**config.mk**
```make
export PLATFORM = sky130hd
export DESIGN_NAME = sram_arbiter
export DESIGN_NICKNAME = d
export VERILOG_FILES = /design/src/rtl/sram_arbiter.sv
export SDC_FILE = /design/constraint.sdc
export NUM_CORES = 1
export LEC_CHECK = 0
export BUFFER_PORTS_ARGS = -buffer_cell sky130_fd_sc_hd__buf_2
export CAP_MARGIN = 10
export CORE_MARGIN = 4
export CORE_UTILIZATION = 40
export CTS_BUF_LIST = sky130_fd_sc_hd__clkbuf_4 sky130_fd_sc_hd__clkbuf_8
export CTS_CLUSTER_SIZE = 16
export DETAILED_ROUTE_END_ITERATION = 6
export GPL_ROUTABILITY_DRIVEN = 0
export MAX_ROUTING_LAYER = met4
export PLACE_DENSITY = 0.72
export REMOVE_ABC_BUFFERS = 1
export SYNTH_ARGS = -nofsm -noshare
export SYNTH_HDL_FRONTEND = slang
export SYNTH_SLANG_ARGS = --single-unit
```
**constraint.sdc**
```tcl
create_clock -name i_clk -period 3.3 [get_ports i_clk]
set_input_delay 0.66 -clock i_clk [delete_from_list [all_inputs] [get_ports i_clk]]
set_output_delay 0.66 -clock i_clk [all_outputs]
set_load 0.03 [all_outputs]
```
**src/rtl/sram_arbiter.sv**
```systemverilog
// Two-port word-to-halfword sequencer for a 16-bit asynchronous SRAM, with read-modify-write for partial halves.
// Define SRAM_ARB_RR_EN for round-robin arbitration; otherwise port 0 has fixed priority.
module sram_arbiter #(
    parameter int WAIT_CYCLES = 1
) (
    input  logic        i_clk,
    input  logic        i_rstn,
    input  logic        i_p0_req,
    input  logic        i_p0_we,
    input  logic [16:0] i_p0_addr,
    input  logic [31:0] i_p0_wdata,
    input  logic [3:0]  i_p0_wstrb,
    output logic        o_p0_ack,
    input  logic        i_p1_req,
    input  logic        i_p1_we,
    input  logic [16:0] i_p1_addr,
    input  logic [31:0] i_p1_wdata,
    input  logic [3:0]  i_p1_wstrb,
    output logic        o_p1_ack,
    output logic [31:0] o_rdata,
    output logic [17:0] o_sram_a,
    output logic [15:0] o_sram_d,
    output logic        o_sram_d_oe,
    input  logic [15:0] i_sram_d,
    output logic        o_sram_csn,
    output logic        o_sram_oen,
    output logic        o_sram_wen
);
    typedef enum logic [1:0] {IDLE, PH_STROBE, PH_RECOV, ACK} state_t;
    localparam logic [3:0] WMAX = 4'(WAIT_CYCLES);

    // Pending-phase mask, executed lowest bit first: 0 lo-read, 1 lo-write, 2 hi-read, 3 hi-write.
    // A phase index has bit 0 set for writes and bit 1 set for the high half.
    function automatic logic [3:0] build_ph(input logic we, input logic [3:0] s);
        if (!we) return 4'b0101;
        return {s[3] | s[2], s[3] ^ s[2], s[1] | s[0], s[1] ^ s[0]};
    endfunction

    function automatic logic [1:0] first_ph(input logic [3:0] m);
        if (m[0]) return 2'd0;
        if (m[1]) return 2'd1;
        if (m[2]) return 2'd2;
        return 2'd3;
    endfunction

    function automatic logic [15:0] merge(input logic [15:0] wd, input logic [1:0] s,
                                          input logic [15:0] rd);
        return {s[1] ? wd[15:8] : rd[15:8], s[0] ? wd[7:0] : rd[7:0]};
    endfunction

    state_t      state_q, state_d;
    logic [3:0]  ph_q, ph_d;
    logic [3:0]  cnt_q, cnt_d;
    logic        gnt_q, gnt_d;
    logic        we_q, we_d;
    logic [16:0] addr_q, addr_d;
    logic [31:0] wdata_q, wdata_d;
    logic [3:0]  wstrb_q, wstrb_d;
    logic [31:0] rbuf_q, rbuf_d;
    logic [1:0]  cur, cur_d;
    logic        grant_p1, in_ph_d;
    logic        csn_d, oen_d, wen_d, doe_d, ack0_d, ack1_d;
    logic [17:0] a_d;
    logic [15:0] sd_d;
    logic [31:0] rdata_d;

`ifdef SRAM_ARB_RR_EN
    logic prio_q, prio_d;
    assign grant_p1 = i_p1_req && (!i_p0_req || prio_q);
`else
    assign grant_p1 = i_p1_req && !i_p0_req;
`endif

    assign cur = first_ph(ph_q);

    always_comb begin
        state_d = state_q;
        ph_d    = ph_q;
        cnt_d   = cnt_q;
        gnt_d   = gnt_q;
        we_d    = we_q;
        addr_d  = addr_q;
        wdata_d = wdata_q;
        wstrb_d = wstrb_q;
        rbuf_d  = rbuf_q;
`ifdef SRAM_ARB_RR_EN
        prio_d  = prio_q;
`endif
        case (state_q)
            IDLE: begin
                if (i_p0_req || i_p1_req) begin
                    gnt_d   = grant_p1;
                    we_d    = grant_p1 ? i_p1_we    : i_p0_we;
                    addr_d  = grant_p1 ? i_p1_addr  : i_p0_addr;
                    wdata_d = grant_p1 ? i_p1_wdata : i_p0_wdata;
                    wstrb_d = grant_p1 ? i_p1_wstrb : i_p0_wstrb;
                    ph_d    = build_ph(we_d, wstrb_d);
                    cnt_d   = 4'd0;
                    state_d = (ph_d == 4'd0) ? ACK : PH_STROBE;
`ifdef SRAM_ARB_RR_EN
                    prio_d  = !grant_p1;
`endif
                end
            end
            PH_STROBE: begin
                if (cnt_q == WMAX) begin
                    state_d = PH_RECOV;
                    // Read data is captured on the edge that ends the last strobe cycle.
                    if (!cur[0]) begin
                        if (cur[1]) rbuf_d[31:16] = i_sram_d;
                        else        rbuf_d[15:0]  = i_sram_d;
                    end
                end else begin
                    cnt_d = cnt_q + 4'd1;
                end
            end
            PH_RECOV: begin
                ph_d    = ph_q & ~(4'b0001 << cur);
                cnt_d   = 4'd0;
                state_d = (ph_d == 4'd0) ? ACK : PH_STROBE;
            end
            default: state_d = IDLE;
        endcase

        // Pin values are decoded from the next state so every pad is driven straight from a flop.
        cur_d   = first_ph(ph_d);
        in_ph_d = (state_d == PH_STROBE) || (state_d == PH_RECOV);
        csn_d   = !in_ph_d;
        oen_d   = !((state_d == PH_STROBE) && !cur_d[0]);
        wen_d   = !((state_d == PH_STROBE) && cur_d[0]);
        doe_d   = in_ph_d && cur_d[0];
        a_d     = in_ph_d ? {addr_d, cur_d[1]} : o_sram_a;
        sd_d    = o_sram_d;
        if (doe_d)
            sd_d = cur_d[1] ? merge(wdata_d[31:16], wstrb_d[3:2], rbuf_d[31:16])
                            : merge(wdata_d[15:0],  wstrb_d[1:0], rbuf_d[15:0]);
        ack0_d  = (state_d == ACK) && !gnt_d;
        ack1_d  = (state_d == ACK) && gnt_d;
        rdata_d = ((state_d == ACK) && !we_d) ? rbuf_d : o_rdata;
    end

    always_ff @(posedge i_clk) begin
        if (!i_rstn) begin
            state_q     <= IDLE;
            ph_q        <= 4'd0;
            cnt_q       <= 4'd0;
            o_sram_csn  <= 1'b1;
            o_sram_oen  <= 1'b1;
            o_sram_wen  <= 1'b1;
            o_sram_d_oe <= 1'b0;
            o_sram_a    <= 18'd0;
            o_sram_d    <= 16'd0;
            o_p0_ack    <= 1'b0;
            o_p1_ack    <= 1'b0;
            o_rdata     <= 32'd0;
`ifdef SRAM_ARB_RR_EN
            prio_q      <= 1'b0;
`endif
        end else begin
            state_q     <= state_d;
            ph_q        <= ph_d;
            cnt_q       <= cnt_d;
            o_sram_csn  <= csn_d;
            o_sram_oen  <= oen_d;
            o_sram_wen  <= wen_d;
            o_sram_d_oe <= doe_d;
            o_sram_a    <= a_d;
            o_sram_d    <= sd_d;
            o_p0_ack    <= ack0_d;
            o_p1_ack    <= ack1_d;
            o_rdata     <= rdata_d;
`ifdef SRAM_ARB_RR_EN
            prio_q      <= prio_d;
`endif
        end
    end

    // Transaction fields only matter once a grant has loaded them.
    always_ff @(posedge i_clk) begin
        gnt_q   <= gnt_d;
        we_q    <= we_d;
        addr_q  <= addr_d;
        wdata_q <= wdata_d;
        wstrb_q <= wstrb_d;
        rbuf_q  <= rbuf_d;
    end
endmodule

```
; ---- After elaboration in Yosys (flattened, before gate mapping)
; Cells that the tools add are included.
; Widths: inputs -> output; s select.
[totals]
in_bits = 128
out_inout_bits = 72
ff_bits = 169
word_cells = 123
[op_classes]
add_sub_neg = 1
n_reduce_logical = 23
muxes = 65
bitwise = 6
n_eq_ne = 8
shift = 1
[op_table]
columns = operator, count
row1 = $mux 32, 6
row2 = $mux 17, 3
row3 = $mux 16, 3
row4 = $mux 4, 10
row5 = $mux 2, 16
row6 = $mux 8, 4
row7 = $mux 1, 20
row8 = $pmux 4 s3, 1
row9 = $logic_not 4->1, 2
row10 = $pmux 4 s2, 1
row11 = $logic_and 1x1->1, 7
row12 = $logic_not 1->1, 7
row13 = $eq 2x2->1 const B, 3
row14 = $pmux 2 s3, 1
row15 = $add 4x1->4 const B, 1
row16 = $and 4x4->4, 1
row17 = $eq 2x1->1 const B, 2
row18 = $eq 4x1->1 const B, 1
row19 = $ne 2x2->1 const B, 2
row20 = $not 4->4, 1
row21 = $shl 1x2->4 const A, 1
row22 = $reduce_and 3->1, 1
row23 = $reduce_bool 3->1, 1
row24 = $logic_not 2->1, 1
row25 = other kinds (5), 8

; ---- Longest topological paths before layout
[depth]
word_depth = 21
depth_mapped = 16
depth_no_buf = 12

; ---- Worst setup path after synthesis
; No wires, ideal clock.
[synth_path]
kind = input -> register
startpoint = in i_p1_req
endpoint = reg o_sram_d[10]
arrival_ns = 3.204
path_slack_ns = -0.047
setup_time_ns = 0.144
n_path_buf = 4
t_required_ns = 3.156
path_stages = 15
cell_sequence = nor2b_2 -> buf_6 -> mux2i_1 -> ha_1 -> nor3_1 -> nand4b_1 -> nand3_1 -> inv_1 -> ha_1 -> clkbuf_1 -> nor3_4 -> and2_1 -> buf_4 -> buf_6 -> a311oi_2
[synth_via]
word_cells_on_any_way = 43
[synth_rtl]
columns = item, line
row1 = start: declaration, 14  ; input logic i_p1_req,
row2 = $logic_and 1x1->1, 71  ; assign grant_p1 = i_p1_req && !i_p0_req;
row3 = $mux 1, 93  ; we_d = grant_p1 ? i_p1_we : i_p0_we;
row4 = $mux 1, 35  ; if (!we) return 4'b0101;
row5 = $mux 1, 91  ; if (i_p0_req || i_p1_req) begin
row6 = $mux 1, 89  ; case (state_q)
row7 = $mux 4, 36  ; return {s[3] | s[2], s[3] ^ s[2], s[1] | s[0], s[1] ^ s[0]};
row8 = $mux 4, 91
row9 = $mux 4, 89
row10 = $logic_not 4->1, 99  ; state_d = (ph_d == 4'd0) ? ACK : PH_STROBE;
row11 = $mux 2, 99
row12 = $mux 2 *, 91
row13 = $pmux 2 s3 *, 89
row14 = via state_d[1], 51  ; state_t state_q, state_d;
row15 = $eq 2x1->1 or $eq 2x2->1 (tied branches), 127  ; in_ph_d = (state_d == PH_STROBE) || (state_d == PH_RECOV);
row16 = $logic_or 1x1->1 *, 127
row17 = $logic_and 1x1->1 *, 131  ; doe_d = in_ph_d && cur_d[0];
row18 = end signal: assignment, 152  ; o_sram_d <= 16'd0;
row19 = end signal: assignment, 168  ; o_sram_d <= sd_d;
row20 = end: declaration, 22  ; output logic [15:0] o_sram_d,
; The timed path passes the listed nets; every way through them passes the cells marked *. The select of a mux whose other input is x is not followed.
; A chain may end at the register's enable or synchronous reset.

; ---- Worst setup path after layout
[layout_path]
startpoint = in i_p1_req
endpoint = reg o_sram_d[0]
; Same word-level chain as after synthesis.

==> flow_metrics.tcl <==
set metrics [dict create \
    grt_pass1_wl_um 28840 \
    power.density_nw_per_um2 687.3 \
    synthCells 678 \
    hold_start "i_p1_addr[2]" \
    layout.nets 1012 \
    post-synth-top-area-fraction_pct 50.81 \
    clockBufferDepth 2 \
    crit_path_max_fanout 8 \
    maxSlewViolCount 0 \
    cts_tree "built" \
    post_cts_buffers 0 \
    hold_viol_final 0 \
    worst_ep_required_time_ps 3650 \
    syn_to_final_growth_pct 25.97 \
    drtPass1Iterations 7 \
    holdPathEnd "addr_q[2]$_DFF_P_" \
    overflow 0 \
    synth_edf_count 0 \
    placedCellCount 1075 \
    async_reset_ff_share_pct 0 \
    synthesis.yosys.warnings 0 \
    grt_pass1_vias 5652 \
    ys_seq_area_share_pct 50.81 \
    hpwl_um 13590 \
    worst_pin_slew_ps 830.9 \
    min_period_ps 2849 \
    cts_buffers 17 \
    clock_latency_ps 450 \
    synth_area_um2 6659 \
    wirelength_um 18810 \
    path_cells "buf_2 > nor2b_2 > mux2i_1 > ha_1 > nor3_1 > nand4b_1 > nand3_1 > inv_1 > ha_1 > nor3_4 > buf_4 > a21oi_1 > a311oi_1" \
    rrSetupSlack_ps 640 \
    die_area_um2 18780 \
    fin_skew_ps 13.01 \
    numPortBuffers 199 \
    slowest_delay_ps 320 \
    r2r_cells 9 \
    p_leak_nw 3.993 \
    whs_path_depth 3 \
    min_path_type "primary input to flop" \
    crit_slowest_cell "ha_1" \
    h-tree-depth 4 \
    violations "design-rule violations" \
    grt_usage_pct 20.30 \
    regToRegEndpoint "o_sram_d[0]$_SDFFE_PN0P_" \
    arrival_ps 3200 \
    outcome "complete, but fails checks" \
    fp.dieH_um 137.0 \
    cp-end-kind "flop" \
    layout_setup_ws_ps 450.7 \
    clock_sinks 169 \
    antenna_left 0 \
    final_cells 1108 \
    cts-root-buf "clkbuf_8" \
    fin_tns_setup_ps 0 \
    setup_viol 0 \
    drive_gt1_share_pct 34.16 \
    io_pins 200 \
    fin_crit_sh_pct 86.34 \
    ys_ff_latch 169 \
    clkTransAtPathRegs_ps 90 \
    vias 5762 \
    final_core_util_pct 52.05 \
    avgSynthCellArea_um2 9.821 \
    start_util_pct 41.32 \
    pre_cts_ws_ps 9.693 \
    die_w_um 137.0 \
    drt_iter0_markers 492 \
    rows 46 \
    ctsHoldBuffers 0 \
    start_kind "primary input" \
    drc 20 \
    max-slew-margin-rel_pct 43.51 \
    fmax_ghz 0.3510 \
    core_area_um2 16120 \
    synth_cell_types 43 \
    synthTopCellsByArea "dfxtp_1, a222oi_1, mux2i_1, nor2_1, inv_1" \
    yosys.area.top_type "dfxtp_1" \
    rsz0062_at_grt "false" \
    ys.flop_type "dfxtp_1" \
    maxCapViolCount 0 \
    reg2reg_from "cnt_q[0]$_SDFFE_PN0P_" \
    antenna_found_initial 2 \
    cp_common_cell "ha_1" \
    grt_max_degree 37 \
    cts_resized 0 \
    wl_per_cell_um 16.97 \
    peakVddDrop_v 0.0003389 \
    via_per_inst 5.200 \
    path_class "primary input to flop" \
]
-- layout by cell type, fill, tap and decap left out, types with 2 or more instances in the layout --
cell type,n
o21ai_4,2
mux2_2,16
xor2_1,2
inv_1,74
bufinv_16,4
inv_6,4
buf_4,30
o211ai_1,32
mux2i_2,4
and2_2,2
mux2i_1,37
dfxtp_1,169
a21oi_1,36
nand2b_1,2
a311oi_2,10
a31oi_1,2
buf_2,199
o21ai_0,3
clkbuf_8,17
nand2_1,41
nor2b_1,3
and2_1,4
a311oi_1,6
nand4_1,2
ha_1,6
clkinvlp_4,3
a222oi_1,49
a211oi_1,17
o21a_1,4
buf_12,2
diode_2,2
nor3_1,5
nand3_1,2
nor2_1,84
-- how the worst max path moves through the flow --
stage / to / from
floorplan: o_rdata[0]$_SDFFE_PN0P_ / i_p0_req
global placement: o_sram_d[14]$_SDFFE_PN0P_ / i_p1_req
detailed placement: o_sram_d[5]$_SDFFE_PN0P_ / i_p1_req
CTS: o_sram_d[0]$_SDFFE_PN0P_ / i_p1_req
global route: o_sram_d[0]$_SDFFE_PN0P_ / i_p1_req
finish: o_sram_d[0]$_SDFFE_PN0P_ / i_p1_req
-- flip-flops by register name, summed over array words and instances (netlist names), 2 cells and up --
name / count
wdata_q: 32
rbuf_q: 32
addr_q: 17
ph_q: 4
state_q: 2
o_rdata: 32
cnt_q: 4
o_sram_a: 18
wstrb_q: 4
o_sram_d: 16
-- area by class of cell --
type	count	area [um2]
fillers	1559	7727
flip-flops and latches	169	3383
multi-input cells	384	2754
repair buffers	231	1261
inverters	75	281.5
well taps	216	270.3
clock buffers	18	241.5
clock inverters	13	191.4
diodes	2	5.005
-- layer usage --
metal	GRT usage [%]	wire, um	vias up	share of wire [%]
met3	4.926	1002	28	5.3
met4	7.373	493	0	2.6
met5	-	0	-	0
li1	-	-	2825	-
met1	24.11	8143	2742	43
met2	33.54	9164	167	49
-- power breakdown --
group	internal, W	leakage (nW)	total (W)	switching [W]
Combinational	0.000606	2.38	0.00161	0.00101
Sequential	0.00242	1.40	0.00255	0.000132
Clock	0.000838	0.210	0.00160	0.000765
Total	0.00386	3.99	0.00577	0.00190
-- critical path, delay by kind of cell --
| family | cells | cell delay [ps] |
|---|---|---|
| and+or+nand+nor | 5 | 970 |
| adders and majority gates | 2 | 620 |
| AOI/OAI and AO/OA | 2 | 350 |
| buffers and inverters | 3 | 320 |
| muxes | 1 | 280 |
-- through the flow --
step	power [W]	hold WS (ps)	cell area, um2
finish	0.005765	436.2	8388
global route	0.006071	419.0	8388
CTS	0.005803	405.9	8383
detailed placement	0.004209	443.4	7950
global placement	0.004171	430.9	7950
floorplan	0.003650	419.5	6405
-- Yosys cell counts (all sizes together) (16+ instances only) --
library cell    n
buf            21
a21oi          36
nand2          41
a211oi         17
o211ai         32
clkbuf         29
a311oi         16
inv            75
mux2           16
nor2           84
mux2i          42
a222oi         49
dfxtp         169
-- cells by family after synthesis --
group | share of synthesized area, %
AND/OR/NAND/NOR | 9.790
buffers and inverters | 8.042
adder cells (fa/ha/maj) | 1.127
AO/OA/AOI/OAI | 20.54
XOR/XNOR | 0.2631
flip-flops | 50.81
multiplexers | 9.433
No activity file was read; power rests on OpenSTA's default activity.
